--- config.mk ---
export PLATFORM = sky130hd
export DESIGN_NAME = mem_ctrl
export DESIGN_NICKNAME = d
export VERILOG_FILES = /design/src/rtl/mem_ctrl.sv
export SDC_FILE = /design/constraint.sdc
export NUM_CORES = 1
export LEC_CHECK = 0
export BUFFER_PORTS_ARGS = -buffer_cell sky130_fd_sc_hd__clkbuf_2
export CAP_MARGIN = 20
export CORE_MARGIN = 2
export CORE_UTILIZATION = 50
export CTS_CLUSTER_SIZE = 40
export DETAILED_ROUTE_END_ITERATION = 8
export PLACE_DENSITY = 0.85
export SYNTH_ARGS = -nofsm -noshare
export SYNTH_HDL_FRONTEND = slang
export SYNTH_SLANG_ARGS = --single-unit
--- constraint.sdc ---
create_clock -name clk -period 5.6 [get_ports clk]
set_clock_uncertainty 0.2 [all_clocks]
set_input_delay 0.56 -clock clk [delete_from_list [all_inputs] [get_ports clk]]
set_output_delay 0.56 -clock clk [all_outputs]
set_load 0.01 [all_outputs]
--- src/rtl/mem_ctrl.sv ---
// mem_ctrl: byte-serial controller between the pipeline and an 8-bit synchronous RAM.
// It serves the MEM stage (1/2/4-byte loads and stores) and IF (32-bit fetches), and
// assembles or splits little-endian words. MEM requests take priority over IF.
//
// Build option: MEMCTRL_PIPE_READ_EN
//   defined   - pipelined reads, with a new byte address every cycle (word read done in cycle 6)
//   undefined - two-cycle byte reads (word read done in cycle 9)
//   Write timing is the same in both modes.
//
// Ports
//   clk, rst                  clock, asynchronous active-low reset
//   mem_read_req/_write_req   00 none, 01 byte, 10 half, 11 word
//   mem_addr_i, mem_wdata_i   MEM base byte address and store data
//   mem_rdata_o, mem_done     load data (zero-filled) and completion pulse
//   if_req, if_addr_i         fetch request and address
//   if_inst_o, if_done        fetched word and completion pulse
//   ram_a, ram_dout, ram_wr   RAM byte address, write byte and write enable
//   ram_din                   RAM read byte, valid the cycle after its address
//
// state | meaning
// IDLE  | sample requests; MEM write > MEM read > IF fetch
// READ  | drive byte addresses and collect returned bytes
// WRITE | drive one byte per cycle with ram_wr=1
// DONE  | one-cycle done pulse, then back to IDLE
module mem_ctrl #(
    parameter int ADDR_W = 17,
    parameter int DATA_W = 32
) (
    input  logic              clk,
    input  logic              rst,
    input  logic [1:0]        mem_read_req,
    input  logic [1:0]        mem_write_req,
    input  logic [ADDR_W-1:0] mem_addr_i,
    input  logic [DATA_W-1:0] mem_wdata_i,
    output logic [DATA_W-1:0] mem_rdata_o,
    output logic              mem_done,
    input  logic              if_req,
    input  logic [ADDR_W-1:0] if_addr_i,
    output logic [DATA_W-1:0] if_inst_o,
    output logic              if_done,
    output logic [ADDR_W-1:0] ram_a,
    output logic [7:0]        ram_dout,
    output logic              ram_wr,
    input  logic [7:0]        ram_din
);

    typedef enum logic [1:0] {IDLE, READ, WRITE, DONE} state_t;

    state_t            state, state_nxt;
    logic [ADDR_W-1:0] base_q;
    logic [2:0]        len_q;
    logic              src_if;
    logic [DATA_W-1:0] wdata_q;
    logic [DATA_W-1:0] asm_q;
    logic [DATA_W-1:0] asm_nxt;
    logic [2:0]        byte_cnt;
    logic [2:0]        samp_cnt;
    logic              rd_vld;
    logic              last_samp;
    logic              if_abort;
    logic [7:0]        wr_byte;

    function automatic logic [2:0] code_len(input logic [1:0] code);
        case (code)
            2'b01:   code_len = 3'd1;
            2'b10:   code_len = 3'd2;
            2'b11:   code_len = 3'd4;
            default: code_len = 3'd0;
        endcase
    endfunction

    always_comb begin
        asm_nxt = asm_q;
        asm_nxt[{samp_cnt[1:0], 3'b000} +: 8] = ram_din;
        wr_byte   = wdata_q[{byte_cnt[1:0], 3'b000} +: 8];
        last_samp = rd_vld && (samp_cnt == len_q - 3'd1);
        // A fetch becomes stale when IF withdraws it or redirects (branch flush).
        if_abort  = src_if && (!if_req || (if_addr_i != base_q));
    end

    always_ff @(posedge clk or negedge rst) begin
        if (!rst) state <= IDLE;
        else      state <= state_nxt;
    end

    always_comb begin
        state_nxt = state;
        case (state)
            IDLE: begin
                if (mem_write_req != 2'b00)     state_nxt = WRITE;
                else if (mem_read_req != 2'b00) state_nxt = READ;
                else if (if_req)                state_nxt = READ;
            end
            WRITE: if (byte_cnt == len_q) state_nxt = DONE;
            READ: begin
                if (if_abort)       state_nxt = IDLE;
                else if (last_samp) state_nxt = DONE;
            end
            DONE:    state_nxt = IDLE;
            default: state_nxt = IDLE;
        endcase
    end

    always_ff @(posedge clk or negedge rst) begin
        if (!rst) begin
            base_q      <= '0;
            len_q       <= '0;
            src_if      <= 1'b0;
            wdata_q     <= '0;
            asm_q       <= '0;
            byte_cnt    <= '0;
            samp_cnt    <= '0;
            rd_vld      <= 1'b0;
            ram_a       <= '0;
            ram_dout    <= '0;
            ram_wr      <= 1'b0;
            mem_rdata_o <= '0;
            if_inst_o   <= '0;
            mem_done    <= 1'b0;
            if_done     <= 1'b0;
        end else begin
            mem_done <= 1'b0;
            if_done  <= 1'b0;
            case (state)
                IDLE: begin
                    if (state_nxt == WRITE) begin
                        base_q   <= mem_addr_i;
                        len_q    <= code_len(mem_write_req);
                        src_if   <= 1'b0;
                        wdata_q  <= mem_wdata_i;
                        ram_a    <= mem_addr_i;
                        ram_dout <= mem_wdata_i[7:0];
                        ram_wr   <= 1'b1;
                        byte_cnt <= 3'd1;
                    end else if (state_nxt == READ) begin
                        if (mem_read_req != 2'b00) begin
                            base_q <= mem_addr_i;
                            ram_a  <= mem_addr_i;
                            len_q  <= code_len(mem_read_req);
                            src_if <= 1'b0;
                        end else begin
                            base_q <= if_addr_i;
                            ram_a  <= if_addr_i;
                            len_q  <= 3'd4;
                            src_if <= 1'b1;
                        end
                        ram_wr   <= 1'b0;
                        asm_q    <= '0;
                        byte_cnt <= 3'd1;
                        samp_cnt <= 3'd0;
                        rd_vld   <= 1'b0;
                    end
                end
                WRITE: begin
                    if (state_nxt == DONE) begin
                        ram_wr   <= 1'b0;
                        mem_done <= 1'b1;
                    end else begin
                        ram_a    <= base_q + ADDR_W'(byte_cnt);
                        ram_dout <= wr_byte;
                        byte_cnt <= byte_cnt + 3'd1;
                    end
                end
                READ: begin
                    if (!if_abort) begin
`ifdef MEMCTRL_PIPE_READ_EN
                        // Address runs one cycle ahead of the returned data.
                        rd_vld <= 1'b1;
                        if (byte_cnt < len_q) begin
                            ram_a    <= base_q + ADDR_W'(byte_cnt);
                            byte_cnt <= byte_cnt + 3'd1;
                        end
                        if (rd_vld) begin
                            asm_q    <= asm_nxt;
                            samp_cnt <= samp_cnt + 3'd1;
                        end
`else
                        // rd_vld alternates: address cycle, then sample cycle.
                        if (!rd_vld) begin
                            rd_vld <= 1'b1;
                        end else begin
                            asm_q  <= asm_nxt;
                            rd_vld <= 1'b0;
                            if (!last_samp) begin
                                ram_a    <= base_q + ADDR_W'(samp_cnt + 3'd1);
                                samp_cnt <= samp_cnt + 3'd1;
                            end
                        end
`endif
                        if (last_samp) begin
                            if (src_if) begin
                                if_inst_o <= asm_nxt;
                                if_done   <= 1'b1;
                            end else begin
                                mem_rdata_o <= asm_nxt;
                                mem_done    <= 1'b1;
                            end
                        end
                    end
                end
                DONE:    ram_wr <= 1'b0;
                default: ram_wr <= 1'b0;
            endcase
        end
    end

endmodule

==> results.ini, run 1 <==
[floorplan]
rows=51
io_pins=173
die_h_um=144
core_sq_mm=0.0193
start_util_pct=50.6
fp.dieW_um=144
die_area_sq_mm=0.0207

[run_status]
outcome=finished clean

[timing]
finalHoldViolations=0
maxSlewViolCount=0
fin_crit_sh_pct=82.4
rsz0062_at_grt=false
relSlewSlack_pct=32.7
period_minus_slack_ns=4.61
fin_tns_setup_ns=0
fmax_mhz=217
fin_hold_ws_ns=0.164
setup_viol=0
max_slew.worst_pin.slew_ns=1.01

[yosys]
synth_top_family_by_area=multiplexers
syn-num-nets=1034
async_flop_share_pct=100
syn-cell-area_sq_mm=0.00978
synthCells=927
synth-compound-area-share_pct=14.6
synth_edf_count=0
synth_seq_cells=186
synth-adder-area-share_pct=3.48
synth-xor-area-share_pct=2.39
ys_warn_count=0
seq_area_frac_synth_pct=47.6
ys_types=66
synthFlopType=dfrtp_1
synth-simple-area-share_pct=9.17
syn_avg_cell_area_sq_um=10.5
synthMuxAreaShare_pct=17.9

[worst_setup_path]
critical_path_class=flip-flop to flip-flop
ff2ff_path_depth=12
start_kind=flip-flop
r2r_end=ram_a[8]
cp.buffers_inverters=0
timing.rr.start=base_q[6]
path_cells=xor2_1 > nor4_1 > nand3_1 > o21ai_0 > nand2_1 > o311ai_0 > ha_1 > and2_1 > nor2_1 > nand3_1 > nand2b_1 > mux2_2
cp_slowest_cell=o311ai_0
critPathMaxStageDelay_ns=0.64
end_kind=flip-flop
path_delay_family=simple AND/OR/NAND/NOR gates
ff2ff_setup_slack_ns=0.99
arrival_ns=4.72
worstPathMaxFanout=14
required_ns=5.71
crit_top_cell=nand3_1

[final_layout]
fin_area_sq_mm=0.0115
fillers=1615
syn2layout_area_growth_pct=17.4
final_cell_mix=dfrtp_1 (186), clkbuf_2 (171), mux2_2 (116), o21ai_0 (115), nand2_1 (105)
insertedDiodeCount=0
multi_input_area_sq_mm=0.00467
final_common_cell=dfrtp_1
seqCellArea_sq_mm=0.00465
final_util_pct=59.4
nets=1184
drive_above_1_share_pct=32.4

[worst_hold_path]
min_path_type=input port to flip-flop
hold_depth=2
hold_end=wdata_q[14]
holdCritStartpoint=mem_wdata_i[14]

[pwr]
combPwrFrac_pct=43.1
switching_share_pct=38.4
p_leak_uw=0.00539
p_per_area_mw_per_mm2=508
power_uw=5830
switchingPower_uw=2240
clkPwrFrac_pct=22.2
p_int_uw=3590
vdd_drop_max_mv=0.274
power_frac_seq_pct=34.6

[detailed_routing]
vias=7797
wirelength_um=24200
wl_per_cell_um=17.9
dr.pass1.iters=5
viasPerCell=5.76
drt_iter0_markers=664
postRouteAntennaNets=0
drcViolationCount=0

[clock_tree]
postCtsSetupBuffers=0
cts.sinks=186
ctsHoldBuffers=1
cts_tree=yes
h-tree-depth=4
numCtsBuffers=17
clock_latency_ns=0.43
cts_buffer_depth=2
clk_pin_slew_ns=0.07
cts_resized=0
clockRootBuffer=clkbuf_16

[grt]
track_usage_pct=24.0
grt_max_degree=68
antenna_found_initial=0
grt.overflow.total=0
grt_pass1_vias=7637
grt_pass1_wl_um=39200

[placement]
dp_hpwl_um=16800
gp_congestion=0.920
port_buffers=172
place_area_sq_mm=0.0108

[run]
drv_cap=0

==> metrics by stage <==
stage               setup WS (ns)  instances
CTS                          1.05       1352
global placement             1.14       1321
floorplan                    1.87        927
finish                      0.988       1353
detailed placement          0.989       1321
global route                0.697       1353
==> flip-flops by register name, indices dropped and copies added (netlist names) <==
register and flops:
state 2, mem_done 1, len_q 3, if_inst_o 32
base_q 17, ram_wr 1, ram_a 17, mem_rdata_o 32
asm_q 32, samp_cnt 3, rd_vld 1, ram_dout 8
byte_cnt 3, src_if 1, if_done 1, wdata_q 32
==> worst max-delay path by stage <==
stage	start	to	slack [ns]	depth (start not counted)
5_1_grt	base_q[6]	ram_a[6]	0.70	13
2_1_floorplan	if_addr_i[15]	ram_a[14]	1.87	14
3_5_place_dp	if_addr_i[6]	ram_a[3]	0.99	14
3_3_place_gp	if_addr_i[15]	ram_a[7]	1.14	13
4_1_cts	base_q[6]	ram_a[8]	1.05	12
6_report	base_q[6]	ram_a[8]	0.99	12
==> cells in the mapped netlist, types with 3 or more instances <==
cell type | count | area (sq um)
or3_1 | 3 | 18.8
nand2_1 | 105 | 394
nor3_1 | 3 | 15.0
nand2b_1 | 3 | 18.8
a31oi_1 | 8 | 50.1
mux2i_1 | 22 | 220
ha_1 | 24 | 300
a21oi_1 | 33 | 165
mux2_2 | 116 | 1310
inv_1 | 53 | 199
buf_2 | 11 | 55.1
nor2_1 | 38 | 143
nand3_1 | 9 | 45.0
buf_1 | 6 | 22.5
xnor2_1 | 7 | 61.3
nor4_1 | 5 | 31.3
o21ai_0 | 115 | 576
nor2b_1 | 3 | 18.8
clkbuf_1 | 32 | 120
buf_6 | 6 | 67.6
o22ai_1 | 4 | 25.0
and3_1 | 7 | 43.8
o31ai_1 | 35 | 263
o311ai_0 | 3 | 26.3
o211ai_1 | 4 | 30.0
mux4_2 | 8 | 180
dfrtp_1 | 186 | 4650
a21o_1 | 3 | 22.5
nand4_1 | 5 | 31.3
o21a_1 | 4 | 30.0
and2_1 | 3 | 18.8
xor2_1 | 17 | 149
==> per-layer routing <==
layer	vias up	track usage [%]	wire length (um)
li1	3591	-	-
met1	3854	32.4	10400
met2	316	39.5	11800
met3	36	4.57	1560
met4	0	6.91	406
met5	-	0	0
==> logic make-up (layout without fill, tap and decap cells) <==
kind of cell / Yosys count / after routing
buffers and inverters: 110 / 271
xor gates and xnor gates: 25 / 25
muxes: 149 / 149
DFF: 186 / 186
adders and majority gates: 26 / 26
and+or+nand+nor: 196 / 196
AOI/OAI and AO/OA: 235 / 235
==> worst register-to-register path: cells and delay by family (launching register included) <==
family | cells | cell delay (ns)
AOI/OAI and AO/OA | 2 | 0.91
xor gates and xnor gates | 1 | 0.21
adders and majority gates | 1 | 0.39
DFF | 1 | 0.53
muxes | 1 | 0.42
and+or+nand+nor | 7 | 1.86
==> power by group through the flow <==
stage / Combinational, uW / Sequential (uW) / Clock, uW
2_1_floorplan: 1910 / 1930 / 0
3_3_place_gp: 2400 / 2020 / 0
3_5_place_dp: 2480 / 2040 / 0
4_1_cts: 2490 / 2010 / 1320
5_1_grt: 2780 / 2060 / 1380
6_report: 2510 / 2020 / 1290
==> final cells by class <==
class | instances | share of cell area, %
multi-input combinational | 631 | 40.7
sequential | 186 | 40.6
timing repair buffer | 187 | 8.61
clock buffer | 20 | 4.07
tap | 265 | 2.89
inverter | 54 | 1.77
clock inverter | 10 | 1.42
No activity file was read; power rests on OpenSTA's default activity.
==> run 2, diff against run 1 <==
ABC_AREA = 1   (was default)
PLACE_DENSITY = 0.84   (was 0.85)
clock period = 4.6 ns   (was 5.6 ns; I/O delays follow)
==> results.ini, run 2 <==
[run_status]
outcome=finished clean

[grt]
grt_pass1_vias=8686
grt_max_degree=127
grt.overflow.total=0
antenna_found_initial=0
grt_pass1_wl_um=44800
track_usage_pct=26.0

[yosys]
async_flop_share_pct=100
synth.most_common_cell=nand2_1
seq_area_frac_synth_pct=45.7
yosys-top-cells-area=dfrtp_1 (46%), nand2_1 (14%), inv_1 (5.1%), o21ai_0 (4.8%), nor2_1 (3.7%)
yosys.area.top_type_share_pct=45.7
synthCells=1283
synth_edf_count=0
ys_types=45
ys_warn_count=0
ys_top_cells_by_count=nand2_1 (378), dfrtp_1 (186), inv_1 (138)
syn-num-nets=1390
synthFlopType=dfrtp_1
yosysTopAreaCell=dfrtp_1
syn_avg_cell_area_sq_um=7.94
synth_seq_cells=186
syn-cell-area_sq_mm=0.0102

[detailed_routing]
drt_iter0_markers=832
wl_per_cell_um=16.0
viasPerCell=5.32
dr.pass1.iters=5
postRouteAntennaNets=0
wirelength_um=27300
vias=9106
drcViolationCount=0

[pwr]
p_leak_uw=0.00579
switchingPower_uw=3240
p_int_uw=4090
power_uw=7320
vdd_drop_max_mv=0.343
clkPwrFrac_pct=20.4
combPwrFrac_pct=43.9
switching_share_pct=44.2
power_frac_seq_pct=35.7
p_per_area_mw_per_mm2=623

[worst_setup_path]
cp.buffers_inverters=5
path_delay_family=simple AND/OR/NAND/NOR gates
ff2ff_setup_slack_ns=0.84
arrival_ns=3.86
crit_top_cell=inv_1
end_kind=flip-flop
ff2ff_path_depth=14
r2r_end=asm_q[27]
critPathMaxStageDelay_ns=0.65
path_cells=inv_1 > ha_1 > inv_1 > nor3_1 > inv_1 > o21ai_0 > inv_1 > ha_1 > inv_2 > nand3_1 > o21ai_4 > nand3_4 > nand2_1 > o21ai_2
start_kind=flip-flop
cp_slowest_cell=nand3_4
timing.rr.start=state[0]
worstPathMaxFanout=64
critical_path_class=flip-flop to flip-flop
required_ns=4.69

[final_layout]
final_cell_mix=nand2_1 (378), dfrtp_1 (186), clkbuf_2 (171), inv_1 (138), nor2_1 (100)
syn2layout_area_growth_pct=15.3
final_common_cell=nand2_1
final_util_pct=58.4
fillers=1827
drive_above_1_share_pct=20.7
nets=1535
insertedDiodeCount=0

[timing]
rsz0062_at_grt=false
finalHoldViolations=0
setup_viol=0
fin_hold_ws_ns=0.0437
max_slew.worst_pin.slew_ns=0.875
relSlewSlack_pct=41.7
layout_setup_ws_ns=0.839
period_minus_slack_ns=3.76
fmax_mhz=266
fin_tns_setup_ns=0
fin_crit_sh_pct=81.8
maxSlewViolCount=0

[floorplan]
fp.dieW_um=147
rows=52
die_h_um=147
start_util_pct=50.7
core_sq_mm=0.0201
die_area_sq_mm=0.0215
io_pins=173

[worst_hold_path]
hold_depth=2
hold_end=wdata_q[9]
holdCritStartpoint=mem_wdata_i[9]
min_path_type=input port to flip-flop

[clock_tree]
cts.sinks=186
cts_tree=yes
clock_latency_ns=0.44
clk_pin_slew_ns=0.08
cts_resized=0
cts_buffer_depth=2
h-tree-depth=4
numCtsBuffers=17
clockRootBuffer=clkbuf_16

[placement]
dp_hpwl_um=20200
dp_slack_ns=0.910
port_buffers=172
gp_congestion=0.956

[run]
drv_cap=0

## run 2: changes by cell type after synthesis, sizes merged, moves of 8 or more
cell   before  now
xor2       17    5
nand3       9   73
mux2      119   30
mux4        8    0
o22ai       4   31
mux2i      22    3
nand2     105  380
o21ai     115  134
nor2       38  105
o31ai      35    0
inv        53  149
a21oi      33   63
## run 2: stage by stage
stage / instance area, sq um / instances
after floorplan: 10200 / 1283
after global placement: 11100 / 1678
after detailed placement: 11100 / 1678
after CTS: 11700 / 1711
after global routing: 11700 / 1711
final: 11700 / 1711
## run 2: worst max path at each step
stage / start / endpoint / slack, ns / depth (start not counted)
2_1_floorplan: len_q[0] / ram_a[15] / 1.62 / 22
3_3_place_gp: if_addr_i[16] / ram_a[15] / 0.96 / 21
3_5_place_dp: state[0] / asm_q[16] / 0.91 / 14
4_1_cts: state[0] / asm_q[24] / 0.88 / 14
5_1_grt: state[0] / asm_q[11] / 0.45 / 14
6_report: state[0] / asm_q[27] / 0.84 / 14
## run 2: power by group through the flow
stage	sequential [uW]	combinational (uW)	clock (uW)
finish	2610	3210	1490
global route	2670	3620	1590
CTS	2600	3200	1520
detailed placement	2630	3190	0
global placement	2610	3120	0
floorplan	2560	2260	0
## run 2: timing repair
item / in CTS / in global routing
hold endpoints to repair: 60 / 0
buffers inserted: 0 / 0
hold buffers: 1 / 0
## run 2: final cells by class
type | count | area (sq um) | share of cell area [%]
inverter | 151 | 567 | 4.83
clock inverter | 15 | 184 | 1.57
multi-input combinational | 891 | 4630 | 39.4
clock buffer | 17 | 425 | 3.62
timing repair buffer | 181 | 950 | 8.09
tap | 270 | 338 | 2.88
sequential | 186 | 4650 | 39.6
## run 2: cell families after synthesis
family	count (synthesis)	synth area share, %
and+or+nand+nor	577	23.4
muxes	33	3.61
xor gates and xnor gates	10	0.860
adders and majority gates	26	3.34
buffers and inverters	206	8.90
DFF	186	45.7
AOI/OAI and AO/OA	245	14.2
## run 2: per-layer routing
layer	global-route usage, %	part of all wire, %	vias up
li1	-	-	4421
met1	36.1	44	4294
met2	42.6	48	353
met3	4.19	6.3	38
met4	6.89	1.7	0
met5	0	0	-
